`src/rtl/dmem_arbiter.sv`:
```
// dmem_arbiter: shares one data memory between the single-cycle core and a
// host port (loader / debug).
//
// Optional feature macro: DMEM_ARB_RR_EN
//   defined   -> round-robin between core and host, using a 1-bit
//                last-winner register
//   undefined -> fixed core priority, with a host starvation guard
//                (HOST_MAX_WAIT)
//
// Ports
//   clock, reset         rising-edge clock; asynchronous active-low reset
//   cpu_daddr/dread/dwrite/dwdata
//                        core data request
//   cpu_ddata            read data to the core (bypassed in the completion cycle)
//   cpu_stall            core must hold its PC and state this cycle
//   host_req/we/addr/wdata
//                        host request, held stable until host_gnt
//   host_gnt             pulse: the host request issued this cycle
//   host_rvalid          pulse: host_rdata carries fresh read data
//   host_rdata           last host read data (bypassed in the completion cycle)
//   mem_addr/re/we/wdata/rdata
//                        memory side; read data is valid LAT cycles after mem_re
module dmem_arbiter #(
  parameter int AW            = 16,
  parameter int DW            = 16,
  parameter int LAT           = 2,
  parameter int HOST_MAX_WAIT = 8
) (
  input  logic          clock,
  input  logic          reset,
  input  logic [AW-1:0] cpu_daddr,
  input  logic          cpu_dread,
  input  logic          cpu_dwrite,
  input  logic [DW-1:0] cpu_dwdata,
  output logic [DW-1:0] cpu_ddata,
  output logic          cpu_stall,
  input  logic          host_req,
  input  logic          host_we,
  input  logic [AW-1:0] host_addr,
  input  logic [DW-1:0] host_wdata,
  output logic          host_gnt,
  output logic          host_rvalid,
  output logic [DW-1:0] host_rdata,
  output logic [AW-1:0] mem_addr,
  output logic          mem_re,
  output logic          mem_we,
  output logic [DW-1:0] mem_wdata,
  input  logic [DW-1:0] mem_rdata
);

  typedef enum logic [1:0] {IDLE, CPU_RD, HOST_RD} state_t;

  state_t        state, state_nx;
  logic [2:0]    cnt, cnt_nx;          // cycles spent in the read wait state, 1..LAT
  logic [DW-1:0] cpu_ddata_q, host_rdata_q;
  logic          core_req, host_win, done;

  assign core_req = cpu_dread | cpu_dwrite;
  // Completion is the LAT-th cycle after the issue cycle.
  assign done     = (state != IDLE) && (cnt == 3'(LAT));

`ifdef DMEM_ARB_RR_EN
  logic last_host;  // 1: host won the most recent contested or uncontested issue

  assign host_win = host_req && (!core_req || !last_host);

  always_ff @(posedge clock or negedge reset) begin
    if (!reset) begin
      last_host <= 1'b1;  // "host last" so the core wins the first collision
    end else if (state == IDLE && (core_req || host_req)) begin
      last_host <= host_win;
    end
  end
`else
  localparam int SW = $clog2(HOST_MAX_WAIT + 1);
  logic [SW-1:0] starv;

  assign host_win = host_req && (!core_req || starv == SW'(HOST_MAX_WAIT));

  always_ff @(posedge clock or negedge reset) begin
    if (!reset) begin
      starv <= '0;
    end else if (!host_req || host_gnt) begin
      starv <= '0;
    end else if (starv != SW'(HOST_MAX_WAIT)) begin
      starv <= starv + SW'(1);
    end
  end
`endif

  // NOTE: every output of this block gets a default before the case so that no
  // path leaves a signal unassigned; an unassigned path would infer a latch.
  always_comb begin
    state_nx    = state;
    cnt_nx      = cnt;
    mem_addr    = cpu_daddr;
    mem_wdata   = cpu_dwdata;
    mem_re      = 1'b0;
    mem_we      = 1'b0;
    host_gnt    = 1'b0;
    host_rvalid = 1'b0;
    cpu_stall   = 1'b0;
    cpu_ddata   = cpu_ddata_q;
    host_rdata  = host_rdata_q;
    // While reset is asserted, the strobes and the stall stay quiet even if
    // requests are already present.
    if (reset) begin
      case (state)
        IDLE: begin
          if (host_win) begin
            host_gnt  = 1'b1;
            mem_addr  = host_addr;
            mem_wdata = host_wdata;
            cpu_stall = core_req;
            if (host_we) begin
              mem_we = 1'b1;
            end else begin
              mem_re   = 1'b1;
              state_nx = HOST_RD;
              cnt_nx   = 3'd1;
            end
          end else if (core_req) begin
            // If read and write are both requested, the access is a write.
            if (cpu_dwrite) begin
              mem_we = 1'b1;
            end else begin
              mem_re    = 1'b1;
              cpu_stall = 1'b1;
              state_nx  = CPU_RD;
              cnt_nx    = 3'd1;
            end
          end
        end
        CPU_RD: begin
          if (done) begin
            cpu_ddata = mem_rdata;
            state_nx  = IDLE;
          end else begin
            cpu_stall = 1'b1;
            cnt_nx    = cnt + 3'd1;
          end
        end
        HOST_RD: begin
          cpu_stall = core_req;
          if (done) begin
            host_rvalid = 1'b1;
            host_rdata  = mem_rdata;
            state_nx    = IDLE;
          end else begin
            cnt_nx = cnt + 3'd1;
          end
        end
        default: state_nx = IDLE;
      endcase
    end
  end

  // NOTE: state registers use non-blocking assignments so that every flop
  // samples the values from before the clock edge.
  always_ff @(posedge clock or negedge reset) begin
    if (!reset) begin
      state        <= IDLE;
      cnt          <= '0;
      cpu_ddata_q  <= '0;
      host_rdata_q <= '0;
    end else begin
      state <= state_nx;
      cnt   <= cnt_nx;
      if (state == CPU_RD && done) cpu_ddata_q <= mem_rdata;
      if (state == HOST_RD && done) host_rdata_q <= mem_rdata;
    end
  end

endmodule
```
`config.mk`:
```
export PLATFORM = sky130hd
export DESIGN_NAME = dmem_arbiter
export DESIGN_NICKNAME = d
export VERILOG_FILES = /design/src/rtl/dmem_arbiter.sv
export SDC_FILE = /design/constraint.sdc
export NUM_CORES = 1
export LEC_CHECK = 0
export ABC_CLOCK_PERIOD_IN_PS = 2600
export CORE_MARGIN = 4
export CORE_UTILIZATION = 39
export CTS_CLUSTER_DIAMETER = 30
export DETAILED_ROUTE_END_ITERATION = 10
export PLACE_DENSITY_LB_ADDON = 0.15
export SYNTH_ARGS = -nofsm -noshare
export SYNTH_HDL_FRONTEND = slang
export SYNTH_SLANG_ARGS = --single-unit
```
`constraint.sdc`:
```
create_clock -name clock -period 2.6 [get_ports clock]
set_clock_uncertainty 0.05 [all_clocks]
set_input_delay 0.52 -clock clock [delete_from_list [all_inputs] [get_ports clock]]
set_output_delay 0.52 -clock clock [all_outputs]
set_load 0.02 [all_outputs]
```
==> results of run 1 <==
==> synth_stat cells (all sizes together), types with 3 or more instances <==
cell type | number | area [µm²]
and2 | 3 | 21.27
buf | 10 | 83.83
dfrtp | 41 | 1026
ha | 8 | 100.1
inv | 12 | 45.04
mux2 | 98 | 1104
nand2 | 9 | 51.30
nor2 | 6 | 22.52
o211ai | 4 | 35.03
o311ai | 3 | 48.80
==> cell type report <==
| class | count | area (µm²) | area share, % |
|---|---|---|---|
| sequential | 41 | 1026 | 19.44 |
| inverter | 12 | 45.04 | 0.8533 |
| clock inverter | 2 | 35.03 | 0.6637 |
| multi-input combinational | 162 | 1852 | 35.08 |
| tap | 96 | 120.1 | 2.275 |
| timing repair buffer | 215 | 2132 | 40.39 |
| clock buffer | 5 | 68.82 | 1.304 |
==> per-layer routing <==
layer	share of wire [%]	vias up
li1	-	1246
met4	1.7	0
met3	5.3	15
met5	0	-
met2	54	81
met1	39	1310
==> power by group through the flow <==
stage          sequential (W)  combinational [W]  clock, W
4_1_cts              0.000932            0.00170  0.000500
6_report             0.000940            0.00194  0.000495
3_3_place_gp         0.000930            0.00171         0
5_1_grt              0.000963            0.00206  0.000532
3_5_place_dp         0.000939            0.00174         0
2_1_floorplan        0.000925           0.000967         0
==> worst max path at each step <==
stage          slack, ps        endpoint        from
3_3_place_gp        -450     mem_addr[3]  cpu_dwrite
4_1_cts             -240     mem_addr[7]    starv[0]
3_5_place_dp        -470    mem_wdata[2]  cpu_dwrite
5_1_grt             -250   mem_wdata[15]    starv[0]
2_1_floorplan        200  host_rdata[14]    state[0]
6_report            -190   mem_wdata[15]    starv[0]
==> registers in the layout, indices dropped and copies added, names as in the netlist <==
signal and flops:
cnt 3, cpu_ddata_q 16, host_rdata_q 16, state 2
starv 4
==> critical path, stage by stage (launching register included) <==
cell and delay (ps):
dfrtp_1 370, inv_2 60, ha_4 160, and3b_2 230, o2111ai_4 250, buf_6 170
buf_16 130, buf_8 110, mux2_4 300, buf_6 130
==> stage by stage <==
step,power (W),setup WS (ps),util (%),cells,area (µm²)
floorplan,0.001892,200.5,-,225,2821
global placement,0.002645,-450.2,66.96,496,4624
detailed placement,0.002676,-465.1,66.96,496,4624
CTS,0.003132,-237.2,71.72,525,4954
global route,0.003554,-247.2,76.43,533,5279
finish,0.003372,-189.1,76.43,533,5279
==> kinds of logic after synthesis <==
| kind of cell | count (synthesis) | share of synthesized area, % |
|---|---|---|
| AOI/OAI and AO/OA | 17 | 6.519 |
| xor gates and xnor gates | 3 | 0.9314 |
| adders and majority gates | 8 | 3.548 |
| buffers and inverters | 24 | 5.543 |
| DFF | 41 | 36.36 |
| muxes | 100 | 39.82 |
| and+or+nand+nor | 32 | 7.273 |
==> timing repair <==
item                                    CTS  global route
endpoints found under the setup margin   69            68
pin swaps                                10             4
gates resized for setup                 294           132
buffers inserted                         17             9
gates cloned                              5             1
endpoints found under the hold margin     0             0
==> flow_metrics.py, run 1 <==
metrics = {
    "detailed_routing": {
        "vias_per_cell": 4.976,
        "drc": 0,
        "wirelength_mm": 10.08,
        "drt_iter0_drc": 64,
        "ant_nets": 0,
        "first_pass_iters": 4,
        "vias": 2652,
        "wl_per_cell_um": 18.90,
    },
    "layout": {
        "drive_above_1_share_pct": 59.73,
        "area_delta_synth_final_pct": 87.10,
        "layout.nets": 531,
        "insertedDiodeCount": 0,
        "final_cell_mix": "81 x clkdlybuf4s50_1, 67 x mux2_2, 58 x buf_6",
        "final_common_cell": "clkdlybuf4s50_1",
        "nFillCells": 469,
    },
    "worst_setup_path": {
        "crit_path_end_kind": "output pin",
        "reg2reg_from": "starv[0]",
        "crit_type": "reg -> out",
        "worstPathRequired_ps": 2030,
        "worstRegToRegCells": 8,
        "critPathArrivalTime_ps": 2220,
        "cp-start-kind": "register",
        "rr_endpoint": "cnt[0]",
        "cp_max_fo": 5,
        "rrSetupSlack_ps": 410,
    },
    "power": {
        "power_leakage_nw": 2.641,
        "pwr-share-seq_pct": 27.9,
        "clkPwrFrac_pct": 14.7,
        "swShare_pct": 35.54,
        "pwr_density_cell_nw_per_um2": 638.7,
        "ir_drop_v": 0.0003846,
        "p_switching_w": 0.001198,
        "p_int_w": 0.002173,
        "power_frac_comb_pct": 57.5,
    },
    "synth": {
        "yosysSeqAreaShare_pct": 36.36,
        "synth-edff-count": 0,
        "synthDistinctLibCells": 42,
        "syn_nets": 319,
        "yosysWarnings": 0,
        "synth-seq-cells": 41,
        "syn_area_um2": 2821,
        "synthCells": 225,
        "synth_ff_type": "dfrtp_1",
        "synth_async_sr_flop_share_pct": 100.0,
        "syn_area_per_cell_um2": 12.54,
    },
    "flow_run": {
        "max_cap_viol_count": 0,
    },
    "die": {
        "boundaryPins": 155,
        "core_area_um2": 6907,
        "start_util_pct": 40.85,
        "std_cell_rows": 30,
        "die_y_um": 93.06,
        "dieArea_um2": 8659,
        "fp.dieW_um": 93.06,
    },
    "place": {
        "io_buffers": 154,
        "gp_congestion": 0.8325,
        "dp_hpwl_mm": 6.469,
    },
    "clock_tree": {
        "cts_buffers": 5,
        "numClockSinks": 41,
        "cts_root_buf": "clkbuf_8",
        "htreeDepth": 2,
        "hold_buffers": 0,
        "cts_tree": "yes",
        "clock_latency_ps": 290,
        "clk_pin_slew_ps": 70,
        "cts_buffer_depth": 2,
    },
    "timing": {
        "min_period_ps": 2789,
        "setup_ws_ps": -189.1,
        "fmax_mhz": 358.5,
        "slew_violations": 0,
        "worst_slew_pin_slew_ps": 411.8,
        "min_period_over_period_pct": 107.3,
        "rsz0062_at_grt": "true",
        "whs_ps": 339.2,
        "setup_viol": 49,
        "slew_headroom_pct": 72.50,
        "finalHoldViolCount": 0,
        "final.setup.tns_ps": -4762,
    },
    "global_routing": {
        "antenna_found_initial": 0,
        "grt_pass1_vias": 2807,
        "grt_start_max_net_pins": 26,
        "track_usage_pct": 20.74,
        "grt_overflow": 0,
        "grt_busiest_layer": "met2",
        "grtUsageMet2_pct": 36.41,
        "met1_usage_pct": 25.31,
        "grt_pass1_wl_mm": 14.15,
        "grtUsageMet3_pct": 5.712,
    },
    "status": {
        "violations": "negative setup slack",
        "status": "finished with violations",
    },
    "worst_hold_path": {
        "worstHoldPathType": "in -> async",
    },
}
Power figures use the tool's default switching activity.
==> inputs of run 2 (changes only) <==
--- a/config.mk
+++ b/config.mk
@@ -11,6 +11,7 @@
 export CTS_CLUSTER_DIAMETER = 30
 export DETAILED_ROUTE_END_ITERATION = 10
 export PLACE_DENSITY_LB_ADDON = 0.15
+export SETUP_SLACK_MARGIN = 0.1
 export SYNTH_ARGS = -nofsm -noshare
 export SYNTH_HDL_FRONTEND = slang
 export SYNTH_SLANG_ARGS = --single-unit
==> run 2 against run 1 <==
Compared with the run above: the flow still finishes with violations (negative setup slack); register-to-register slack worse by 70 ps; core utilization grew 3.9 points; sequential power barely moved; via count grew 2.6%; clock power decreased by 1%; non-clock buffer count is 13 higher; wire length up 2.2%; total power is 3.7% higher; final cell count increased by 2.3%; critical endpoint is now mem_addr[3]; highest routed layer unchanged.
==> flow_metrics.py, run 2 (synthesis gave the netlist of run 1 again) <==
metrics = {
    "status": {
        "status": "finished with violations",
        "violations": "negative setup slack",
    },
    "global_routing": {
        "track_usage_pct": 21.65,
        "grt_start_max_net_pins": 26,
        "grt_pass1_wl_mm": 14.68,
        "grt_overflow": 0,
        "antenna_found_initial": 0,
        "grt_pass1_vias": 2892,
    },
    "detailed_routing": {
        "met1Wirelength_mm": 3.798,
        "wl_per_cell_um": 18.90,
        "top_layer_used": "met4",
        "vias_per_cell": 4.994,
        "drt_iter0_drc": 98,
        "ant_nets": 0,
        "wirelength_mm": 10.30,
        "met2WireLength_mm": 5.563,
        "vias": 2722,
        "wl_met3_um": 728,
        "drc": 0,
        "first_pass_iters": 4,
    },
    "worst_setup_path": {
        "critPathArrivalTime_ps": 2300,
        "worstPathRequired_ps": 2030,
        "cp-start-kind": "register",
        "crit_type": "reg -> out",
        "crit_path_end_kind": "output pin",
        "cp_max_fo": 4,
    },
    "die": {
        "die_y_um": 93.06,
        "fp.dieW_um": 93.06,
        "core_area_um2": 6907,
        "std_cell_rows": 30,
        "start_util_pct": 40.85,
        "boundaryPins": 155,
        "dieArea_um2": 8659,
    },
    "timing": {
        "slew_violations": 0,
        "min_period_over_period_pct": 110.2,
        "setup_viol": 61,
        "finalHoldViolCount": 0,
        "worst_slew_pin_slew_ps": 407.6,
        "slew_headroom_pct": 72.78,
        "setup_ws_ps": -265.6,
        "whs_ps": 262.1,
        "rsz0062_at_grt": "true",
        "min_period_ps": 2866,
        "fmax_mhz": 349.0,
    },
    "layout": {
        "fin_util_pct": 80.29,
        "final_common_cell": "buf_6",
        "final_cell_mix": "85 x buf_6, 81 x clkdlybuf4s50_1, 63 x mux2_2",
        "seq_area_um2": 1026,
        "multi_input_area_um2": 1886,
        "top_regs": "cpu_ddata_q x16, host_rdata_q x16, starv x4",
        "area_delta_synth_final_pct": 96.54,
        "drive_above_1_share_pct": 62.36,
        "layout.nets": 543,
        "nFillCells": 399,
        "final_area_um2": 5545,
        "insertedDiodeCount": 0,
    },
    "power": {
        "swShare_pct": 34.87,
        "p_switching_w": 0.001219,
        "pwr_density_cell_nw_per_um2": 630.4,
        "finalPower_w": 0.003496,
        "p_int_w": 0.002277,
        "clkPwrFrac_pct": 14.0,
        "pwr-share-seq_pct": 26.8,
        "power_leakage_nw": 2.765,
        "ir_drop_v": 0.0003938,
        "power_frac_comb_pct": 59.2,
    },
    "clock_tree": {
        "cts_root_buf": "clkbuf_8",
        "htreeDepth": 2,
        "clk_pin_slew_ps": 70,
        "cts_buffer_depth": 2,
        "clock_latency_ps": 290,
        "numClockSinks": 41,
        "cts_tree": "yes",
        "cts_buffers": 5,
    },
    "place": {
        "place_area_um2": 4624,
        "gp_congestion": 0.8325,
        "dp_hpwl_mm": 6.469,
        "io_buffers": 154,
    },
    "flow_run": {
        "max_cap_viol_count": 0,
    },
    "worst_hold_path": {
        "worstHoldPathType": "in -> async",
    },
}
[run 2: final cells by class]
type                       count  share of cell area (%)
timing repair buffer         228                   42.64
inverter                      12                  0.8123
multi-input combinational    161                   34.00
sequential                    41                   18.50
clock inverter                 2                  0.6318
tap                           96                   2.166
clock buffer                   5                   1.241
[run 2: worst max-delay path, stage by stage (launching register included)]
cell	delay [ps]
dfrtp_1	390
inv_2	70
ha_4	160
and3b_2	230
o2111ai_4	280
buf_6	140
buf_6	120
buf_16	120
buf_6	90
mux2_4	290
buf_6	130
[run 2: layer usage]
layer / vias to the layer above / global-route usage (%)
met5: - / 0
met4: 0 / 6.471
met3: 20 / 6.356
met2: 110 / 38.33
met1: 1325 / 25.23
li1: 1267 / -
[run 2: through the flow]
stage,instances,setup slack (ps),TNS (ps)
after detailed placement,496,-465.1,-19110
after floorplan,225,200.5,0
after global placement,496,-450.2,-18330
after global routing,545,-356.6,-13400
final,545,-265.6,-8399
after CTS,533,-237.2,-4139
[run 2: final timing paths]
check / from / end / slack [ps] / cells after the start
hold reg to reg: host_rdata_q[13] / host_rdata_q[13] / 460 / 1
min in group clock: host_rdata_q[13] / host_rdata_q[13] / 460 / 1
setup reg to reg: starv[0] / state[1] / 340 / 10
max in group asynchronous: reset / cpu_ddata_q[1] / 1870 / 3
setup / recovery: starv[0] / mem_addr[3] / -270 / 10
hold / removal: reset / cpu_ddata_q[4] / 260 / 2
[run 2: power by group through the flow]
stage | clock (W) | sequential [W] | combinational, W
global placement | 0 | 0.000930 | 0.00171
CTS | 0.000500 | 0.000933 | 0.00185
detailed placement | 0 | 0.000939 | 0.00174
finish | 0.000490 | 0.000937 | 0.00207
floorplan | 0 | 0.000925 | 0.000967
global route | 0.000532 | 0.000962 | 0.00219
[run 2: what timing repair did]
action | 4_1_cts | 5_1_grt
setup endpoints to repair | 69 | 68
pin swaps | 11 | 8
cloned | 5 | 0
hold buffers | 0 | 0
resized for setup | 370 | 125
setup buffers | 25 | 14
==> edit 1: new RTL, config.mk and constraints of run 1 <==
`DW`: 16 -> 32.
--- a/src/rtl/dmem_arbiter.sv
+++ b/src/rtl/dmem_arbiter.sv
@@ -23,5 +23,5 @@
 module dmem_arbiter #(
   parameter int AW            = 16,
-  parameter int DW            = 16,
+  parameter int DW            = 32,
   parameter int LAT           = 2,
   parameter int HOST_MAX_WAIT = 8
Interface: changed (6 resized); port bits go from 155 to 251. The function was not compared with the original's and may differ.
==> edit 1 against run 1 <==
The flow still finishes with violations (negative setup slack). Final area rose by 65%. Critical endpoint is now mem_wdata[6]. Setup slack better by 0.024 ns. Power up 84%. Sequential power grew 78%. Synthesized cell count is 54% higher. Critical path depth is 1 lower. Sequential cell count grew 32. Synthesized area rose by 63%. Wire length grew 66%. Global-route usage rose by 2.0 points. Non-clock buffer count up 109.
==> edit 1: results (changes against run 1) <==
WP data arrival 2.19 ns (was 2.22 ns); top flop regs cpu_ddata_q x32, host_rdata_q x32, starv x4 (was cpu_ddata_q x16, host_rdata_q x16, starv x4); multi-input gates 240 (was 162); Netlist cell types 41 (was 42); total negative setup slack -9.59 ns (was -4.76 ns); ClkCell Share 3.70% (was 1.97%); RePlAce Congestion 0.870 (was 0.833); Skew-Pair Late Insertion Delay 0.33 ns (was 0.29 ns); CTS Sinks 73 (was 41); placed cell areas 7470 um^2 (was 4620 um^2); Placement Setup Slack -0.622 ns (was -0.465 ns); core area 11500 um^2 (was 6910 um^2); fill cell count 732 (was 469); final worst-path setup slack -0.165 ns (was -0.189 ns); CTS root buf clkbuf_16 (was clkbuf_8); reg2reg setup slack 0.43 ns (was 0.41 ns); Non-Filler Instances 808 (was 533); largest net degree at the start of global routing 33 (was 26); Synthesized Nets 489 (was 319); buffering overhead 40.3% (was 40.4%); failing checks negative setup slack (unchanged); 1st-iter DRT viols 154 (was 64); setup violators final 113 (was 49); status finished with violations (unchanged); Tightest Pin Transition 0.488 ns (was 0.412 ns); Post-DP HPWL 11600 um (was 6470 um); nets 802 (was 531); post-synthesis sequential area ratio 39.7% (was 36.4%); worst r2r path cells 11 (was 8); via count 4117 (was 2652); Signal buffers 324 (was 215); first-pass GRT wire length 23700 um (was 14200 um); ratio of cells with drive above 1 in the final layout 61.8% (was 59.7%); worst-path fanout max 7 (was 5); WL/cell 20.7 um (was 18.9 um); Synth top cells by count 174 x mux2_2, 73 x dfrtp_1, 12 x buf_6, 12 x inv_1, 10 x buf_2 (was 97 x mux2_2, 41 x dfrtp_1, 12 x inv_1)
-- edit 1: report_power, final --
group          switching [mW]  internal [mW]
clock network           0.467          0.865
logic                    1.39           1.82
registers               0.178           1.49
-- edit 1: critical path, cell delays in order, from the launching register on --
cell and delay (ns):
dfrtp_1 0.36, inv_2 0.06, ha_4 0.15, and3b_2 0.22, o2111ai_4 0.26, buf_12 0.20, clkbuf_16 0.17, mux2_4 0.30
buf_6 0.13
-- edit 1: per-layer routing --
layer / vias to the layer above / global-route usage, % / part of all wire (%)
li1: 1899 / - / -
met3: 24 / 6.53 / 7.5
met1: 2019 / 25.7 / 36
met2: 175 / 41.2 / 54
met5: - / 0 / 0
met4: 0 / 7.42 / 1.9
-- edit 1: cell families (layout without fill, tap and decap cells) --
| kind of cell | count (synthesis) | after routing | synth area share, % |
|---|---|---|---|
| flops | 73 | 73 | 39.7 |
| compound gates | 17 | 17 | 4.11 |
| fa+ha+maj | 8 | 8 | 2.18 |
| xor+xnor | 3 | 3 | 0.572 |
| mux | 180 | 180 | 44.0 |
| buf+inv | 34 | 352 | 5.01 |
| simple gates | 32 | 32 | 4.36 |
-- edit 1: repair_timing --
item                                    CTS  global route
setup buffers                            15             6
gates resized for setup                 669           117
endpoints found under the setup margin  116           117
gates cloned                              8             5
pin swaps                                 6            10
-- edit 1: worst max path at each step --
stage	from	to	slack (ns)	depth (start not counted)
floorplan	state[0]	cpu_ddata[7]	0.22	8
global placement	host_req	cpu_stall	-0.62	6
detailed placement	host_req	cpu_stall	-0.62	6
CTS	starv[0]	mem_wdata[15]	-0.22	9
global route	cnt[0]	cpu_ddata[2]	-0.25	9
finish	starv[1]	mem_wdata[6]	-0.16	8
==> edit 2: new RTL, settings of run 1 <==
Without the edit above. The 3 states of `state_t` get a one-hot encoding in 3 bits.
--- a/src/rtl/dmem_arbiter.sv
+++ b/src/rtl/dmem_arbiter.sv
@@ -49,5 +49,5 @@
 );
 
-  typedef enum logic [1:0] {IDLE, CPU_RD, HOST_RD} state_t;
+  typedef enum logic [2:0] {IDLE = 3'b001, CPU_RD = 3'b010, HOST_RD = 3'b100} state_t;
 
   state_t        state, state_nx;
Formal check against the unedited RTL: no difference found for any inputs over 4 cycles, from zero or initial values and one cycle with reset low; so few cycles prove little.
==> edit 2 against run 1 <==
The flow still finishes with violations (negative setup slack). Setup slack worse by 0.0036 ns. Worst hold slack worse by 0.21 ns. First-iteration DRC count is 9.4% lower. Wire length decreased by 8.3%. Die area fell by 1.7%. Synthesized area decreased by 1.9%. Non-clock buffer count grew 5. Final area is 1.4% higher. Sequential cell count grew 1. Sequential share of layout area grew 0.24 points.
Power is not compared: it rests on default switching activity, and its combinational part moved more than twofold at a synthesized area within 25%.
==> edit 2: results (changes against run 1) <==
post-CTS setup buffers 15 (was 17); met2 WL post-DR 4770 um (was 5410 um); Placement Setup Slack -0.456 ns (was -0.465 ns); total negative setup slack -7.65 ns (was -4.76 ns); setup violators final 59 (was 49); placed cell areas 4640 um^2 (was 4620 um^2); via count 2636 (was 2652); largest net degree at the start of global routing 37 (was 26); worst hold margin 0.128 ns (was 0.339 ns); Tightest Pin Transition 0.447 ns (was 0.412 ns); worst r2r path cells 7 (was 8); ratio of cells with drive above 1 in the final layout 58.7% (was 59.7%); Synth top cells by count 70 x mux2_2, 41 x dfrtp_1, 19 x mux2_4 (was 97 x mux2_2, 41 x dfrtp_1, 12 x inv_1); 1st-iter DRT viols 58 (was 64); YS warnings 0 (unchanged); reg-to-reg startpoint cnt[0] (was starv[0]); Netlist cell types 38 (was 42); final worst-path setup slack -0.193 ns (was -0.189 ns); cell family with most CP delay simple AND/OR/NAND/NOR gates (was buffers and inverters); Post-DP HPWL 6330 um (was 6470 um); number of global-route vias before repair 2789 (was 2807); WL/cell 17.4 um (was 18.9 um); status finished with violations (unchanged); post-placement cell count 499 (was 496); Synthesized Nets 311 (was 319); syn avg cell area 12.5 um^2 (about the same); Synth area leaders dfrtp_1 37%, mux2_2 28%, mux2_4 10% (was mux2_2 39%, dfrtp_1 36%, ha_1 3.5%); failing checks negative setup slack (unchanged); post-synthesis sequential area ratio 38.0% (was 36.4%); first-pass GRT wire length 14000 um (was 14200 um); RePlAce Congestion 0.860 (was 0.833); CP peak stage delay 0.40 ns (was 0.37 ns); Pre-antenna DRT Iters 4 (unchanged)
==> edit 2: area by class of cell <==
| type | instances | area (um^2) |
|---|---|---|
| timing repair buffer | 220 | 2270 |
| multi-input combinational | 157 | 1780 |
| fill | 442 | 1480 |
| sequential | 42 | 1050 |
| tap | 96 | 120 |
| clock buffer | 7 | 86.3 |
| inverter | 9 | 33.8 |
| clock inverter | 1 | 5.00 |
==> edit 2: worst max path at each step <==
stage,depth (start not counted),to,start,slack (ns)
final,8,host_rdata[1],cnt[0],-0.19
after global routing,8,host_rdata[1],cnt[0],-0.26
after CTS,8,cpu_ddata[3],cnt[0],-0.21
after detailed placement,6,mem_wdata[8],cpu_dwrite,-0.46
after global placement,6,mem_wdata[11],cpu_dwrite,-0.44
after floorplan,9,host_rdata[0],cnt[0],0.07
==> edit 2: kinds of logic after synthesis <==
kind of cell / count (synthesis) / synth area share, %
AND/OR/NAND/NOR: 38 / 7.68
adder cells (fa/ha/maj): 4 / 1.81
AO/OA/AOI/OAI: 14 / 3.75
multiplexers: 97 / 42.0
buffers and inverters: 22 / 5.42
flip-flops: 42 / 38.0
XOR/XNOR: 4 / 1.27
==> edit 2: metal layers <==
metal,vias up,GRT usage (%)
met3,21,7.79
met4,0,6.56
li1,1229,-
met1,1276,23.7
met5,-,0
met2,110,35.8
==> edit 2: power by group <==
| part | internal, mW | total [mW] | switching [mW] | leakage [nW] |
|---|---|---|---|---|
| Clock | 0.214 | 0.426 | 0.211 | 0.0482 |
| Sequential | 0.722 | 0.761 | 0.0399 | 0.499 |
| Combinational | 0.562 | 0.918 | 0.356 | 2.07 |
| Total | 1.50 | 2.10 | 0.607 | 2.62 |
